## src/rtl/fifo_pkg.sv

```systemverilog
// fifo_pkg -- shared definitions for the read-side FIFO stages.
//   DSIZE_DEF    : default data word width
//   RD_BUF_DEPTH : output buffer entries (fixed at 3)
//   level_t      : buffered word count, 0..3
//   idx_inc      : ring index increment with 2 -> 0 wrap
package fifo_pkg;
  localparam int DSIZE_DEF    = 8;
  localparam int RD_BUF_DEPTH = 3;

  typedef logic [1:0] level_t;

  function automatic logic [1:0] idx_inc(input logic [1:0] i);
    return (i == 2'd2) ? 2'd0 : i + 2'd1;
  endfunction
endpackage

```

## src/rtl/rd_stream_stage_out_buf.sv

```systemverilog
// rd_out_buf -- 3-entry output ring buffer for rd_stream_stage.
// Ports:
//   rclk, rrst_n : clock, async active-low reset
//   push, wdata  : write wdata at the tail this edge
//   m_ready      : downstream accept; head pops on m_valid && m_ready
//   m_valid      : buffer non-empty
//   m_data       : head entry (registered storage, no path from wdata)
//   m_level      : buffered word count
//   pop          : handshake strobe (m_valid && m_ready)
module rd_out_buf
  import fifo_pkg::*;
#(
  parameter int DSIZE = DSIZE_DEF
) (
  input  logic             rclk,
  input  logic             rrst_n,
  input  logic             push,
  input  logic [DSIZE-1:0] wdata,
  input  logic             m_ready,
  output logic             m_valid,
  output logic [DSIZE-1:0] m_data,
  output logic [1:0]       m_level,
  output logic             pop
);
  logic [RD_BUF_DEPTH-1:0][DSIZE-1:0] mem;
  logic [1:0] head, tail;
  level_t     level;

  assign m_valid = (level != 2'd0);
  assign pop     = m_valid && m_ready;
  assign m_data  = mem[head];
  assign m_level = level;

  // Storage is cleared on reset so no pre-reset word can reappear on m_data.
  always_ff @(posedge rclk or negedge rrst_n) begin
    if (!rrst_n) begin
      mem   <= '0;
      head  <= 2'd0;
      tail  <= 2'd0;
      level <= 2'd0;
    end else begin
      if (push) begin
        mem[tail] <= wdata;
        tail      <= idx_inc(tail);
      end
      if (pop) head <= idx_inc(head);
      // Simultaneous push and pop leaves the level unchanged.
      case ({push, pop})
        2'b10:   level <= level + 2'd1;
        2'b01:   level <= level - 2'd1;
        default: level <= level;
      endcase
    end
  end
endmodule

```

## src/rtl/rd_stream_stage.sv

```systemverilog
// rd_stream_stage -- turns the synchronous-RAM read port of a FIFO into a
// valid/ready stream with a 3-entry skid buffer.
// Ports:
//   rclk, rrst_n : read clock, async active-low reset
//   rempty       : registered empty flag from the read-pointer stage
//   rinc         : pop request to the read-pointer stage
//   rdata        : RAM read data, valid the cycle after rinc
//   m_valid/m_ready/m_data : output stream
//   m_level      : buffered word count
//   rd_words     : (RD_STREAM_STATS_EN only) saturating handshake count
// Optional feature macro: RD_STREAM_STATS_EN
module rd_stream_stage
  import fifo_pkg::*;
#(
  parameter int DSIZE = DSIZE_DEF
) (
  input  logic             rclk,
  input  logic             rrst_n,
  input  logic             rempty,
  output logic             rinc,
  input  logic [DSIZE-1:0] rdata,
  output logic             m_valid,
  input  logic             m_ready,
  output logic [DSIZE-1:0] m_data,
  output logic [1:0]       m_level
`ifdef RD_STREAM_STATS_EN
  ,
  output logic [15:0]      rd_words
`endif
);
  localparam int BUF_DEPTH = RD_BUF_DEPTH;

  logic       inflight;
  logic       pop;
  logic [2:0] occ;

  // Credit check counts the word still in the RAM pipe, so an arriving
  // word always has a free slot. m_ready is deliberately not a term here.
  assign occ  = {1'b0, m_level} + {2'b00, inflight};
  assign rinc = rrst_n && !rempty && (occ < 3'(BUF_DEPTH));

  always_ff @(posedge rclk or negedge rrst_n) begin
    if (!rrst_n) inflight <= 1'b0;
    else         inflight <= rinc;
  end

  rd_out_buf #(.DSIZE(DSIZE)) u_buf (
    .rclk    (rclk),
    .rrst_n  (rrst_n),
    .push    (inflight),
    .wdata   (rdata),
    .m_ready (m_ready),
    .m_valid (m_valid),
    .m_data  (m_data),
    .m_level (m_level),
    .pop     (pop)
  );

`ifdef RD_STREAM_STATS_EN
  always_ff @(posedge rclk or negedge rrst_n) begin
    if (!rrst_n)                      rd_words <= 16'd0;
    else if (pop && rd_words != 16'hFFFF) rd_words <= rd_words + 16'd1;
  end
`endif
endmodule

```

## config.mk

```make
export PLATFORM = sky130hd
export DESIGN_NAME = rd_stream_stage
export DESIGN_NICKNAME = d
export VERILOG_FILES = /design/src/rtl/fifo_pkg.sv /design/src/rtl/rd_stream_stage_out_buf.sv /design/src/rtl/rd_stream_stage.sv
export SDC_FILE = /design/constraint.sdc
export NUM_CORES = 1
export LEC_CHECK = 0
export ABC_CLOCK_PERIOD_IN_PS = 2200
export BUFFER_PORTS_ARGS = -buffer_cell sky130_fd_sc_hd__buf_2
export CORE_UTILIZATION = 45
export CTS_CLUSTER_SIZE = 10
export DETAILED_ROUTE_END_ITERATION = 12
export PLACE_DENSITY = 0.72
export REMOVE_ABC_BUFFERS = 1
export SYNTH_ARGS = -nofsm -noshare
export SYNTH_HDL_FRONTEND = slang
export SYNTH_SLANG_ARGS = --single-unit
```

## constraint.sdc

```tcl
create_clock -name rclk -period 2.2 [get_ports rclk]
set_clock_uncertainty 0.1 [all_clocks]
set_input_delay 0 -clock rclk [delete_from_list [all_inputs] [get_ports rclk]]
set_output_delay 0 -clock rclk [all_outputs]
set_load 0.005 [all_outputs]
```

==> results.json, run 1 <==
{
  "crit_required_ps": 2100,
  "drt_wl_total_um": 2650,
  "fin_util_pct": 60.9,
  "cts_tree": "yes",
  "report.final.slew_viol_count": 0,
  "remaining_drcs": 0,
  "htree_num_levels": 2,
  "ys_seq_elements": 31,
  "global_route.usage.met1_pct": 23.0,
  "power-per-cell-area_nw_per_um2": 1330,
  "post_synth.cell_area_avg_um2": 13.0,
  "grt_pass1_vias": 994,
  "final_cell_mix": "sky130_fd_sc_hd__dfrtp_1, sky130_fd_sc_hd__mux2_2, sky130_fd_sc_hd__buf_2",
  "worstSkewPairLatency_ps": 330,
  "synth_edf_count": 0,
  "syn_inst": 106,
  "globalRouteMet3Util_pct": 6.80,
  "final_layout_setup_total_negative_slack_ps": 0,
  "met2_usage_pct": 31.9,
  "worst_pin_slew_ps": 455,
  "setup.worst_path.end_class": "primary output",
  "critPathArrivalTime_ps": 1950,
  "synth-async-reset-ratio_pct": 100,
  "ys_warn_count": 0,
  "finalHoldViolations": 0,
  "start_util_pct": 48.8,
  "layout-drive-gt1-share_pct": 43.0,
  "insertedDiodeCount": 0,
  "cts.sinks": 31,
  "final.setup.worst_slack_ps": 148,
  "pin_count_of_the_biggest_net_entering_global_routing": 32,
  "outcome": "finished, final reports clean",
  "floorplan.die_area_um2": 3290,
  "clock-root-buffer": "sky130_fd_sc_hd__clkbuf_4",
  "placer_congestion_estimate": 0.643,
  "cts-buffers-inserted": 5,
  "setup_fix_bufs_post_cts": 0,
  "timing.max_cap.violations": 0,
  "cts.clk_slew.worst_paths_ps": 110,
  "cts-root-to-sink-buffers": 2,
  "wl_per_cell_um": 14.7,
  "horizontal_die_dimension_um": 57.4,
  "coreArea_um2": 2830,
  "path_max_fanout": 6,
  "period_utilization_pct": 93.3,
  "setup-violations-final": 0,
  "post-route-cell-area_um2": 1720,
  "finalNetCount": 163,
  "pre_cts_ws_ps": 478,
  "route.detailed.vias_per_inst": 5.28,
  "die-height_um": 57.4,
  "wire_length_of_the_first_global_routing_pass_um": 4530,
  "top_level_ports": 24,
  "multiInputGateArea_um2": 573,
  "criticalPathCategory": "reg2out",
  "drt_first_pass_iters": 4,
  "overflow": 0,
  "area.growth.synth_to_final_pct": 24.8,
  "grt.total_usage_pct": 19.1,
  "vdd.ir_drop.worst_mv": 0.679,
  "grt_setup_unrepaired": "no",
  "hold_class": "in2async",
  "place.detailed.hpwl_um": 1820,
  "timing.fmax_mhz": 487,
  "numPortBuffers": 23,
  "max_slew_headroom_pct": 69.6,
  "p_leak_uw": 0.000801,
  "period_needed_ps": 2050,
  "via_count": 950,
  "grt_antenna_before_repair": 0,
  "postRouteAntennaNets": 0,
  "fillers": 247,
  "setup.worst_path.start_class": "flip-flop",
  "synth_top_flop_cell": "sky130_fd_sc_hd__dfrtp_1",
  "synth.distinct_cells": 22,
  "top_usage_layer": "met2",
  "placement_rows": 19,
  "seq_area_um2": 776,
  "mostFrequentLayoutCell": "sky130_fd_sc_hd__dfrtp_1",
  "drtIter0Drc": 21,
  "place_area_um2": 1550,
  "synth_seq_area_share_pct": 56.2,
  "netlist_area_um2": 1380
}
[registers in the layout, summed over array words and instances (netlist names)]
signal         cells
u_buf.tail         2
u_buf.mem         24
inflight           1
u_buf.head         2
u_buf.m_level      2
[routing by layer]
metal / share of wire [%] / routed length, um
met4: 1.1 / 30
met3: 3.5 / 93
met1: 46 / 1210
met2: 50 / 1310
met5: 0 / 0
[worst max-delay path, cell delays in order (launching register included)]
cell and delay, ps:
sky130_fd_sc_hd__dfrtp_1 460, sky130_fd_sc_hd__ha_1 230, sky130_fd_sc_hd__ha_1 270, sky130_fd_sc_hd__a2111oi_1 460, sky130_fd_sc_hd__buf_2 190
[through the flow]
step | hold slack [ps] | total power (uW) | instances
2_1_floorplan | -396 | 1600 | 102
3_3_place_gp | -22.3 | 1920 | 161
3_5_place_dp | -17.3 | 1980 | 161
4_1_cts | 142 | 2320 | 180
5_1_grt | 168 | 2470 | 180
6_report | 138 | 2290 | 180
[synth_stat cells (2+ instances only)]
| master | number | share of area, % |
|---|---|---|
| sky130_fd_sc_hd__mux2_2 | 25 | 20 |
| sky130_fd_sc_hd__mux2i_1 | 8 | 5.8 |
| sky130_fd_sc_hd__dfrtp_1 | 31 | 56 |
| sky130_fd_sc_hd__nand2_1 | 8 | 2.2 |
| sky130_fd_sc_hd__a21o_1 | 2 | 1.1 |
| sky130_fd_sc_hd__ha_1 | 3 | 2.7 |
| sky130_fd_sc_hd__xnor2_1 | 2 | 1.3 |
| sky130_fd_sc_hd__o21ai_0 | 10 | 3.6 |
| sky130_fd_sc_hd__buf_2 | 2 | 0.73 |
| sky130_fd_sc_hd__inv_1 | 3 | 0.82 |
[area by class of cell]
class                      count  share of cell area, %
clock inverter                 3                   1.16
multi-input combinational     67                   33.3
inverter                       4                  0.871
sequential                    31                   45.0
tap                           31                   2.25
timing repair buffer          39                   15.3
clock buffer                   5                   2.18
[repair_timing]
action | 4_1_cts | 5_1_grt
hold buffers | 11 | 0
hold endpoints to repair | 57 | 0
endpoints found under the setup margin | 0 | 1
resized for setup | 0 | 1
[cell families after synthesis]
| kind of cell | count (synthesis) | synth area share, % |
|---|---|---|
| multiplexers | 33 | 26.2 |
| flip-flops | 31 | 56.2 |
| AND/OR/NAND/NOR | 15 | 5.26 |
| AO/OA/AOI/OAI | 13 | 5.35 |
| buffers and inverters | 8 | 2.36 |
| XOR/XNOR | 3 | 1.90 |
| adder cells (fa/ha/maj) | 3 | 2.72 |
[worst paths after layout]
path                                     to  slack (ps)  cells past startpoint        startpoint
max reg2reg                u_buf.m_level[1]         440                      5  u_buf.m_level[0]
min                            u_buf.mem[2]         140                      3            rrst_n
max in group asynchronous      u_buf.mem[1]        1580                      3            rrst_n
max                                    rinc         150                      4  u_buf.m_level[0]
min reg2reg                    u_buf.mem[4]         420                      1      u_buf.mem[4]
min in group rclk                  inflight         270                      3            rempty
[where the power goes]
part	total, uW	switching [uW]	internal, uW
registers	1040	191	853
logic	925	385	539
clock network	325	203	122
total	2290	779	1510
No activity file was read; power rests on OpenSTA's default activity.
==> run 2, diff against run 1 <==
--- a/config.mk
+++ b/config.mk
@@ -10,7 +10,7 @@
 export CORE_UTILIZATION = 45
 export CTS_CLUSTER_SIZE = 10
 export DETAILED_ROUTE_END_ITERATION = 12
-export PLACE_DENSITY = 0.72
+export PLACE_DENSITY = 0.76
 export REMOVE_ABC_BUFFERS = 1
 export SYNTH_ARGS = -nofsm -noshare
 export SYNTH_HDL_FRONTEND = slang
==> run 2 against run 1 <==
  * The flow now finishes with violations (design-rule violations)
  * Global-route usage fell by 1.6 points
  * Largest power group unchanged
  * Non-clock buffer count shrank 2
  * Via count decreased by 1.8%
  * Critical endpoint unchanged
  * Highest routed layer unchanged
  * Routed wire length is 3.3% lower
  * Clock-buffer cell count rose by 3
==> results.json, run 2 (synthesis gave the netlist of run 1 again) <==
{
  "critPathArrivalTime_ps": 1910,
  "top_usage_layer": "met2",
  "grt_pass1_vias": 901,
  "pre_cts_ws_ps": 462,
  "horizontal_die_dimension_um": 57.4,
  "postRouteAntennaNets": 0,
  "timing.max_cap.violations": 0,
  "htree_num_levels": 2,
  "critical_path.cell_chain": "ha_1 > ha_1 > a2111oi_1 > buf_2",
  "post_layout_nonfiller_instances": 178,
  "criticalPathCategory": "reg2out",
  "vdd.ir_drop.worst_mv": 0.594,
  "report.final.slew_viol_count": 0,
  "final_layout_setup_total_negative_slack_ps": 0,
  "insertedDiodeCount": 0,
  "multiInputGateArea_um2": 573,
  "wire_length_of_the_first_global_routing_pass_um": 4130,
  "timing.fmax_mhz": 499,
  "route.detailed.vias_per_inst": 5.24,
  "total_power_uw": 2320,
  "drt_wl_total_um": 2560,
  "drtIter0Drc": 29,
  "max_slew_headroom_pct": 71.0,
  "mostFrequentLayoutCell": "sky130_fd_sc_hd__dfrtp_1",
  "pin_count_of_the_biggest_net_entering_global_routing": 32,
  "max_flop_register": "u_buf.mem",
  "setup-violations-final": 0,
  "seq_area_um2": 776,
  "outcome": "finished with violations",
  "setup.worst_path.end_class": "primary output",
  "grt.total_usage_pct": 17.5,
  "critical-path-top-delay-family": "adder cells",
  "placer_congestion_estimate": 0.692,
  "timing.critical_path.buf_inv": 1,
  "overflow": 0,
  "fillers": 230,
  "crit_path_top_delay_cell": "sky130_fd_sc_hd__dfrtp_1",
  "cts.sinks": 31,
  "cts-root-to-sink-buffers": 2,
  "power-per-cell-area_nw_per_um2": 1350,
  "clock-root-buffer": "sky130_fd_sc_hd__clkbuf_4",
  "setup.worst_path.start_class": "flip-flop",
  "via_count": 933,
  "worst_pin_slew_ps": 434,
  "finalHoldViolations": 0,
  "area.growth.synth_to_final_pct": 24.4,
  "final.setup.worst_slack_ps": 195,
  "worstSkewPairLatency_ps": 320,
  "globalRouteMet3Util_pct": 6.12,
  "cts_tree": "yes",
  "layout-drive-gt1-share_pct": 42.2,
  "coreArea_um2": 2830,
  "crit_top_cell": "sky130_fd_sc_hd__ha_1",
  "floorplan.die_area_um2": 3290,
  "die-height_um": 57.4,
  "crit_required_ps": 2100,
  "path_max_fanout": 6,
  "drt_first_pass_iters": 8,
  "met2_usage_pct": 28.6,
  "grt_antenna_before_repair": 0,
  "remaining_drcs": 4,
  "cp_slowest_stage_delay_ps": 450,
  "global_route.usage.met1_pct": 21.3,
  "cts.clk_slew.worst_paths_ps": 90,
  "period_utilization_pct": 91.2,
  "grt_setup_unrepaired": "no",
  "start_util_pct": 48.8,
  "top_level_ports": 24,
  "place_inst": 160,
  "violations_in_the_final_reports": "design-rule violations",
  "placement_rows": 19,
  "wl_per_cell_um": 14.4,
  "finalNetCount": 161,
  "hold_class": "in2reg",
  "hold_ws_ps": 0.551,
  "cts-buffers-inserted": 5,
  "period_needed_ps": 2010,
  "setup_fix_bufs_post_cts": 0,
  "p_leak_uw": 0.000803,
  "numPortBuffers": 23,
  "place.detailed.hpwl_um": 1750,
  "final_cell_mix": "sky130_fd_sc_hd__dfrtp_1, sky130_fd_sc_hd__mux2_2, sky130_fd_sc_hd__buf_2",
  "flip_flop_count_of_the_largest_register_all_copies_and_words_added": 24
}
-- run 2: cell types whose count changed in the layout (fill, tap and decap cells not counted) --
cell and change:
sky130_fd_sc_hd__clkinv_2 -1, sky130_fd_sc_hd__clkinvlp_4 -2, sky130_fd_sc_hd__clkbuf_1 +1, sky130_fd_sc_hd__dlygate4sd3_1 -1, sky130_fd_sc_hd__buf_4 -1, sky130_fd_sc_hd__clkbuf_8 +2
-- run 2: worst register-to-register path, delay by kind of cell (launching register included) --
| kind | cells | cell delay, ps |
|---|---|---|
| and+or+nand+nor | 1 | 140 |
| buffers and inverters | 1 | 100 |
| AOI/OAI and AO/OA | 1 | 380 |
| DFF | 1 | 450 |
| adders and majority gates | 1 | 320 |
| xor gates and xnor gates | 1 | 170 |
-- run 2: layer usage --
metal,part of all wire (%),vias to the layer above,wire [um]
met5,0,-,0
met4,1.5,0,38
met3,3.8,5,98
met2,48,17,1240
met1,46,458,1180
li1,-,453,-
-- run 2: final timing paths --
| check | from | end | slack (ps) | cells past startpoint |
|---|---|---|---|---|
| max | u_buf.m_level[0] | rinc | 190 | 4 |
| min | m_ready | u_buf.head[0] | 0.6 | 3 |
| max reg2reg | u_buf.m_level[0] | u_buf.m_level[1] | 460 | 5 |
| min reg2reg | u_buf.mem[4] | u_buf.mem[4] | 410 | 1 |
| max in group asynchronous | rrst_n | u_buf.mem[20] | 1580 | 3 |
| min in group asynchronous | rrst_n | u_buf.mem[11] | 140 | 3 |
-- run 2: cell type report --
class                           instances  share of cell area [%]
Inverter                                4                   0.875
Clock buffer                            8                    4.01
Timing Repair Buffer                   37                    14.3
Sequential cell                        31                    45.2
Multi-Input combinational cell         67                    33.4
Tap cell                               31                    2.26
-- run 2: per-stage QoR --
stage	cell area, um2	util, %
global placement	1550	54.7
floorplan	1360	-
detailed placement	1550	54.7
finish	1720	60.7
global route	1720	60.7
CTS	1720	60.6
-- run 2: repair_timing --
item                                    CTS  global route
gates resized for setup                   0             1
endpoints found under the setup margin    0             1
hold endpoints to repair                 56             0
hold buffers                             10             0
-- run 2: report_power, final --
group          switching [uW]  total, uW  internal (uW)
registers                 190       1040            853
clock network             184        372            188
logic                     374        901            526
==> run 3, diff against run 2 <==
--- a/config.mk
+++ b/config.mk
@@ -7,10 +7,11 @@
 export LEC_CHECK = 0
 export ABC_CLOCK_PERIOD_IN_PS = 2200
 export BUFFER_PORTS_ARGS = -buffer_cell sky130_fd_sc_hd__buf_2
-export CORE_UTILIZATION = 45
+export CORE_UTILIZATION = 54
 export CTS_CLUSTER_SIZE = 10
 export DETAILED_ROUTE_END_ITERATION = 12
-export PLACE_DENSITY = 0.76
+export GPL_TIMING_DRIVEN = 0
+export PLACE_DENSITY = 0.87
 export REMOVE_ABC_BUFFERS = 1
 export SYNTH_ARGS = -nofsm -noshare
 export SYNTH_HDL_FRONTEND = slang
==> run 3 against run 2 <==
  * The flow now finishes without violations
  * Critical endpoint unchanged
  * Clock power is essentially flat
  * Highest routed layer unchanged
  * Hold slack gained 47 ps
  * Fmax shrank 0.66%
  * Combinational power shrank 6.2%
  * Setup slack lost 13 ps
  * Sequential power grew 4%
  * Design area shrank 2.0%
  * Critical path depth is the same
  * Core utilization grew 12 points
  * Cell count shrank 3.9%
  * Sequential cell count is the same
==> results.json, run 3 (synthesis gave the netlist of run 1 again) <==
{
  "mostFrequentLayoutCell": "sky130_fd_sc_hd__dfrtp_1",
  "floorplan.die_area_um2": 2760,
  "cts.sinks": 31,
  "route.detailed.vias_per_inst": 5.47,
  "seq_power_share_pct": 47.0,
  "cts_tree": "yes",
  "final_cell_mix": "sky130_fd_sc_hd__dfrtp_1, sky130_fd_sc_hd__mux2_2, sky130_fd_sc_hd__buf_2",
  "setup_fix_bufs_post_cts": 0,
  "coreArea_um2": 2320,
  "via_count": 935,
  "report.final.slew_viol_count": 0,
  "total_power_uw": 2290,
  "place.detailed.hpwl_um": 1720,
  "remaining_drcs": 0,
  "place_area_um2": 1510,
  "hold_class": "in2reg",
  "placer_congestion_estimate": 0.661,
  "finalHoldViolations": 0,
  "clock_group_share_of_total_power_pct": 16.1,
  "flip_flop_count_of_the_largest_register_all_copies_and_words_added": 24,
  "layout-drive-gt1-share_pct": 40.6,
  "criticalPathCategory": "reg2out",
  "clock-root-buffer": "sky130_fd_sc_hd__clkbuf_4",
  "cts.clk_slew.worst_paths_ps": 90,
  "final_layout_setup_total_negative_slack_ps": 0,
  "p_leak_uw": 0.000783,
  "cts-buffers-inserted": 5,
  "worst_pin_slew_ps": 807,
  "p_comb_share_pct": 36.9,
  "grt_antenna_before_repair": 0,
  "finalNetCount": 157,
  "drt_first_pass_iters": 4,
  "grt_pass1_vias": 950,
  "horizontal_die_dimension_um": 52.6,
  "grt.total_usage_pct": 22.9,
  "fillers": 166,
  "power_switching_uw": 751,
  "period_utilization_pct": 91.8,
  "period_needed_ps": 2020,
  "power-per-cell-area_nw_per_um2": 1360,
  "setup.worst_path.start_class": "flip-flop",
  "top_level_ports": 24,
  "drt_wl_total_um": 2570,
  "numPortBuffers": 23,
  "area.growth.synth_to_final_pct": 21.9,
  "htree_num_levels": 2,
  "crit_required_ps": 2100,
  "wire_length_of_the_first_global_routing_pass_um": 4220,
  "setup-violations-final": 0,
  "flop2flop_setup_slack_ps": 390,
  "grt_setup_unrepaired": "no",
  "vdd.ir_drop.worst_mv": 0.954,
  "overflow": 0,
  "postRouteAntennaNets": 0,
  "place_inst": 153,
  "hold_ws_ps": 47.1,
  "die-height_um": 52.6,
  "insertedDiodeCount": 0,
  "post_layout_nonfiller_instances": 171,
  "timing.fmax_mhz": 495,
  "start_util_pct": 59.5,
  "outcome": "finished, final reports clean",
  "cts-root-to-sink-buffers": 2,
  "drtIter0Drc": 7,
  "post-route-cell-area_um2": 1680,
  "wl_per_cell_um": 15.1,
  "pin_count_of_the_biggest_net_entering_global_routing": 33,
  "placement_rows": 17,
  "max_slew_headroom_pct": 45.9,
  "critPathArrivalTime_ps": 1920,
  "max_flop_register": "u_buf.mem",
  "path_max_fanout": 6,
  "internal_power_summed_over_all_cells_uw": 1540,
  "worstSkewPairLatency_ps": 320,
  "setup.worst_path.end_class": "primary output",
  "timing.max_cap.violations": 0,
  "sw_frac_of_total_pct": 32.7
}
-- run 3: cell count changes in the layout (fill, tap and decap cells not counted) --
cell | previous run | this run
sky130_fd_sc_hd__buf_4 | 4 | 0
-- run 3: what timing repair did --
item,CTS,global route
endpoints found under the setup margin,0,1
hold endpoints to repair,56,0
hold buffers,10,0
resized for setup,0,1
-- run 3: stage by stage --
| stage | util [%] | worst slack [ps] |
|---|---|---|
| 3_3_place_gp | 65.2 | 468 |
| 5_1_grt | 72.6 | 12.2 |
| 6_report | 72.6 | 181 |
| 3_5_place_dp | 65.2 | 414 |
| 2_1_floorplan | - | 457 |
| 4_1_cts | 72.5 | 137 |
-- run 3: metal layers --
layer,part of all wire (%),GRT usage [%]
met1,43,26.8
met2,52,38.2
met3,3.1,5.22
met4,2.3,13.2
met5,0,0
-- run 3: worst paths after layout --
path / to / startpoint / cells past startpoint
worst min register to register: u_buf.mem[4] / u_buf.mem[4] / 1
min in group asynchronous: u_buf.tail[0] / rrst_n / 2
worst min-delay path: u_buf.head[0] / m_ready / 3
worst max-delay path: rinc / u_buf.m_level[0] / 4
worst max register to register: u_buf.m_level[1] / u_buf.m_level[0] / 5
max in group asynchronous: u_buf.mem[16] / rrst_n / 2
-- run 3: power by group through the flow --
| stage | combinational (uW) | sequential [uW] | clock (uW) |
|---|---|---|---|
| after floorplan | 575 | 1020 | 0 |
| after global placement | 796 | 1060 | 0 |
| after detailed placement | 839 | 1090 | 0 |
| after CTS | 856 | 1080 | 380 |
| after global routing | 942 | 1120 | 403 |
| final | 845 | 1080 | 370 |
-- run 3: final cells by class --
class / instances / area, um2 / share of cell area [%]
clock buffer: 8 / 68.8 / 4.09
inverter: 4 / 15.0 / 0.892
multi-input combinational: 67 / 573 / 34.1
sequential: 31 / 776 / 46.1
tap: 28 / 35.0 / 2.08
timing repair buffer: 33 / 215 / 12.8
-- run 3: critical path: stages (launching register included) --
cell	delay [ps]
sky130_fd_sc_hd__dfrtp_1	460
sky130_fd_sc_hd__ha_1	230
sky130_fd_sc_hd__ha_1	260
sky130_fd_sc_hd__a2111oi_1	460
sky130_fd_sc_hd__buf_2	200
